## src/rtl/sram_frame_reader.sv

```systemverilog
// rtl/sram_frame_reader.sv - camera-relative SRAM pixel fetch with 2-cycle RGB565 to RGB888 expansion
// Optional: define SRAM_READER_TRANSPARENT_EN to map the 16'hF81F key word to BG_COLOR.
module sram_frame_reader #(
  parameter int          MAP_X_BITS = 10,
  parameter int          MAP_Y_BITS = 10,
  parameter int          ADDR_W     = 20,
  parameter int          SCREEN_W   = 640,
  parameter int          SCREEN_H   = 480,
  parameter logic [23:0] BG_COLOR   = 24'h000000
) (
  input  logic                  i_clk,
  input  logic                  i_rst,
  input  logic                  i_enable,
  input  logic                  i_frame_start,
  input  logic [MAP_X_BITS-1:0] i_player_x,
  input  logic [MAP_Y_BITS-1:0] i_player_y,
  input  logic                  i_req_valid,
  input  logic [9:0]            i_VGA_H,
  input  logic [9:0]            i_VGA_V,
  input  logic                  i_sram_writing,
  output logic [ADDR_W-1:0]     o_sram_addr,
  input  logic [15:0]           i_sram_data,
  output logic [23:0]           o_color,
  output logic                  o_color_valid,
  output logic                  o_miss,
  output logic [15:0]           o_miss_count
);

  localparam logic [10:0]           LP_SCREEN_W = 11'(SCREEN_W);
  localparam logic [10:0]           LP_SCREEN_H = 11'(SCREEN_H);
  localparam logic [MAP_X_BITS-1:0] LP_HALF_W   = MAP_X_BITS'(SCREEN_W / 2);
  localparam logic [MAP_Y_BITS-1:0] LP_HALF_H   = MAP_Y_BITS'(SCREEN_H / 2);

  typedef enum logic {S_IDLE, S_RUN} state_t;

  state_t                  r_state;
  state_t                  w_state_next;
  logic [MAP_X_BITS-1:0]   r_cam_x;
  logic [MAP_Y_BITS-1:0]   r_cam_y;
  logic                    r_s1_valid;
  logic                    r_s1_off;
  logic                    w_accept;
  logic                    w_offscreen;
  logic                    w_fetch_miss;
  logic [MAP_X_BITS-1:0]   w_mx;
  logic [MAP_Y_BITS-1:0]   w_my;
  logic [23:0]             w_expanded;
  logic [23:0]             w_color;

  always_ff @(posedge i_clk or posedge i_rst) begin
    if (i_rst) r_state <= S_IDLE;
    else       r_state <= w_state_next;
  end

  always_comb begin
    w_state_next = r_state;
    case (r_state)
      S_IDLE:  if (i_enable)  w_state_next = S_RUN;
      S_RUN:   if (!i_enable) w_state_next = S_IDLE;
      default: w_state_next = S_IDLE;
    endcase
  end

  assign w_accept    = i_req_valid && (r_state == S_RUN);
  assign w_offscreen = ({1'b0, i_VGA_H} >= LP_SCREEN_W) || ({1'b0, i_VGA_V} >= LP_SCREEN_H);
  assign w_mx        = r_cam_x + MAP_X_BITS'(i_VGA_H);
  assign w_my        = r_cam_y + MAP_Y_BITS'(i_VGA_V);

  // Requests sampled alongside a frame_start still use the old camera.
  always_ff @(posedge i_clk or posedge i_rst) begin
    if (i_rst) begin
      r_cam_x     <= '0;
      r_cam_y     <= '0;
      r_s1_valid  <= 1'b0;
      r_s1_off    <= 1'b0;
      o_sram_addr <= '0;
    end else begin
      r_s1_valid <= w_accept;
      r_s1_off   <= w_offscreen;
      if (w_accept && !w_offscreen) o_sram_addr <= {w_my, w_mx};
      if (i_frame_start) begin
        r_cam_x <= i_player_x - LP_HALF_W;
        r_cam_y <= i_player_y - LP_HALF_H;
      end
    end
  end

  assign w_expanded = {i_sram_data[15:11], i_sram_data[15:13],
                       i_sram_data[10:5],  i_sram_data[10:9],
                       i_sram_data[4:0],   i_sram_data[4:2]};

`ifdef SRAM_READER_TRANSPARENT_EN
  assign w_color = (i_sram_data == 16'hF81F) ? BG_COLOR : w_expanded;
`else
  assign w_color = w_expanded;
`endif

  // Off-screen slots never touch the bus, so only real fetches can miss.
  assign w_fetch_miss = r_s1_valid && !r_s1_off && i_sram_writing;

  always_ff @(posedge i_clk or posedge i_rst) begin
    if (i_rst) begin
      o_color       <= BG_COLOR;
      o_color_valid <= 1'b0;
      o_miss        <= 1'b0;
      o_miss_count  <= '0;
    end else begin
      o_color_valid <= r_s1_valid;
      o_miss        <= w_fetch_miss;
      if (r_s1_valid) begin
        if (r_s1_off)             o_color <= BG_COLOR;
        else if (!i_sram_writing) o_color <= w_color;
      end else if (r_state == S_IDLE) begin
        o_color <= BG_COLOR;
      end
      if (i_frame_start)
        o_miss_count <= w_fetch_miss ? 16'd1 : 16'd0;
      else if (w_fetch_miss && (o_miss_count != 16'hFFFF))
        o_miss_count <= o_miss_count + 16'd1;
    end
  end

endmodule

```

## config.mk

```make
export PLATFORM = sky130hd
export DESIGN_NAME = sram_frame_reader
export DESIGN_NICKNAME = d
export VERILOG_FILES = /design/src/rtl/sram_frame_reader.sv
export SDC_FILE = /design/constraint.sdc
export NUM_CORES = 1
export LEC_CHECK = 0
export ABC_AREA = 1
export BUFFER_PORTS_ARGS = -buffer_cell sky130_fd_sc_hd__clkbuf_2
export CAP_MARGIN = 20
export CELL_PAD_IN_SITES_DETAIL_PLACEMENT = 1
export CELL_PAD_IN_SITES_GLOBAL_PLACEMENT = 1
export CORE_AREA = 2 2 98 118
export CTS_CLUSTER_SIZE = 20
export DETAILED_ROUTE_END_ITERATION = 12
export DIE_AREA = 0 0 100 120
export GPL_TIMING_DRIVEN = 0
export PLACE_DENSITY_LB_ADDON = 0.1
export SYNTH_ARGS = -nofsm -noshare
export SYNTH_HDL_FRONTEND = slang
export SYNTH_SLANG_ARGS = --single-unit
```

## constraint.sdc

```tcl
create_clock -name i_clk -period 5.2 [get_ports i_clk]
set_input_delay 0.26 -clock i_clk [delete_from_list [all_inputs] [get_ports i_clk]]
set_output_delay 0.26 -clock i_clk [all_outputs]
set_load 0.03 [all_outputs]
```

==> run metrics <==
Unique masters post-synth 29; # rows 42; FF+latch area 1927 um2; fin. max-slew vios 0; crit path from r_cam_x[0]; initial antenna violation count 0; Hold Buf Count CTS 1; critical path class flop to flop; Layout area overhead 24.89%; DIE AREA 12000 um2; post_cts resized 0; Die H 120 um; dpl hpwl 9.822 mm; worst skew pair latency 0.33 ns; CTS tree done; Rel. slew slack 0.5679; Design Area, Final 5443 um2; run status finished, final reports clean; RSZ-0062 raised after global routing false; First-pass DRT Iterations 4; Worst-path clk slew 0.06 ns; critical register-to-register path startpoint r_cam_x[0]; HP Start i_enable; Avg Vias per Cell 5.066; Seq/Total Area, Yosys 0.4421; IO Port Bufs 122; multi-input logic area 2079 um2; placed cell area 5164 um2; first-pass GRT wire length 20.65 mm; syn nets 646; endpoints failing setup 0; TritonCTS Sinks 77; Startpoint Class flop; Die X 100 um; Hold Crit Class primary input to flop; total CTS buffers 9; FF+latch count, synth 77; setup TNS 0 ns; Tmin final 2.041 ns; DRC 0; Vias 4220; Initial Utilization 0.3987; Syn Area/Cell 7.768 um2; clock root buffer clkbuf_16; number of global-route vias before repair 4421; IO Count 124; Worst VDD drop 0.1401 mV; Worst Path Arrival 2.26 ns; diode count 0; critical path capture point type flop; max-cap check violation count 0; Pleak 2.857 nW; Antenna Nets Post-Route 0; # fillers 1415; fin nets 781; fmax 0.4900 GHz; Final Hold Viols 0; Overflow after GRT 0; total setup buffers inserted after CTS 0; PwrDens 314.9 nW/um2; Max Clock Skew 0.004525 ns; layout cell share with drive strength beyond 1 0.2297; Wirelength per Cell 15.22 um; Netlist Area Pre-Place 4358 um2; largest net degree at the start of global routing 70; maximum fanout along the worst path 3; WL final 12.68 mm; Mapped Cells 561; core box area 10930 um2; worst slew pin tran 0.6482 ns; data required time at the worst endpoint 5.42 ns; initial DRC count 88; final worst path period share 0.3925; GRT Util Overall 0.2178; synth warn 0; CTS Buffer Depth 2; H-tree lvl count 3; RePlAce Congestion 0.8320
[critical path, stage by stage, from the launching register on]
cell     delay (ns)
dfrtp_1        0.35
ha_1           0.22
inv_1          0.07
fa_1           0.41
o21ai_0        0.43
nand2_1        0.14
nand2_1        0.11
nand2_1        0.06
nand3_1        0.07
nand2_1        0.06
[report_power, final]
part	internal [mW]	total, mW	switching [mW]
registers	0.665	0.704	0.0386
logic	0.143	0.435	0.292
clock network	0.322	0.575	0.252
[routing by layer]
layer / wire, um / global-route usage / vias to the layer above
met5: 0 / 0 / -
met4: 226 / 0.07534 / 0
met3: 485 / 0.03203 / 17
met2: 6527 / 0.3860 / 91
met1: 5440 / 0.2684 / 2033
li1: - / - / 2079
[per-stage QoR]
stage | hold slack, ns | util | total power [mW] | std cells | setup WS, ns
3_3_place_gp | 0.3790 | 0.4697 | 1.133 | 815 | 1.939
6_report | 0.03449 | 0.4979 | 1.714 | 833 | 3.159
3_5_place_dp | 0.1622 | 0.4724 | 1.155 | 816 | 3.128
4_1_cts | 0.02747 | 0.4979 | 1.739 | 833 | 3.127
5_1_grt | 0.03261 | 0.4979 | 1.803 | 833 | 2.989
2_1_floorplan | 0.2914 | - | 1.005 | 561 | 2.973
[kinds of logic (layout without fill, tap and decap cells)]
| logic type | count (synthesis) | count (layout) | synth area share |
|---|---|---|---|
| AOI/OAI and AO/OA | 74 | 74 | 0.08958 |
| xor gates and xnor gates | 14 | 14 | 0.02814 |
| adders and majority gates | 23 | 23 | 0.06948 |
| buffers and inverters | 85 | 225 | 0.08068 |
| DFF | 77 | 77 | 0.4421 |
| and+or+nand+nor | 288 | 288 | 0.2900 |
[Yosys cell counts, drive strengths merged]
cell | number | area [um2]
nand2 | 177 | 669.4
dfrtp | 77 | 1927
inv | 64 | 240.2
o21ai | 53 | 269.0
nand3 | 48 | 240.2
nor2 | 39 | 197.7
ha | 21 | 262.8
nand4 | 16 | 100.1
a21oi | 15 | 75.07
buf | 11 | 73.82
clkbuf | 10 | 37.54
xnor2 | 7 | 61.31
xor2 | 7 | 61.31
nand3b | 6 | 45.04
o21bai | 3 | 22.52
fa | 2 | 40.04
o21a | 2 | 15.01
a22o | 1 | 8.760
nor3 | 1 | 5.000
or2 | 1 | 6.260
[placed cells by master, fill, tap and decap left out, types with 2 or more instances in the layout]
| cell type | instances |
|---|---|
| nand2_1 | 175 |
| clkbuf_2 | 122 |
| dfrtp_1 | 77 |
| inv_1 | 62 |
| o21ai_0 | 48 |
| nand3_1 | 48 |
| nor2_1 | 32 |
| ha_1 | 21 |
| nand4_1 | 16 |
| a21oi_1 | 15 |
| clkbuf_1 | 11 |
| clkbuf_16 | 9 |
| buf_4 | 8 |
| xor2_1 | 7 |
| xnor2_1 | 7 |
| nand3b_1 | 6 |
| o21ai_1 | 4 |
| nor2_4 | 4 |
| o21bai_1 | 3 |
| clkinv_2 | 3 |
| nor2_2 | 2 |
| o21a_1 | 2 |
| nand2_2 | 2 |
| buf_2 | 2 |
| fa_1 | 2 |
| clkinv_4 | 2 |
[registers in the layout, summed over array words and instances (netlist names)]
| signal | cells |
|---|---|
| r_state | 1 |
| r_s1_valid | 1 |
| o_color | 16 |
| o_miss | 1 |
| r_cam_y | 10 |
| r_s1_off | 1 |
| o_color_valid | 1 |
| o_miss_count | 16 |
| r_cam_x | 10 |
| o_sram_addr | 20 |
[layout make-up]
class                           count  share of cell area
Clock buffer                       10             0.04207
Timing Repair Buffer              124              0.1191
Tap cell                          132             0.03034
Buffer                             21             0.02046
Clock inverter                      6            0.007356
Inverter                           64             0.04460
Multi-Input combinational cell    399              0.3821
Sequential cell                    77              0.3540
[path summary, 6_finish.rpt]
check	slack (ns)	to	depth (start not counted)
max	3.16	o_sram_addr[8]	9
min	0.03	r_state	1
max reg2reg	3.16	o_sram_addr[8]	9
min reg2reg	0.41	o_color_valid	0
max in group asynchronous	4.27	o_sram_addr[15]	4
min in group asynchronous	0.36	o_miss_count[14]	3
Note: power is estimated with default switching activity, not from simulation.
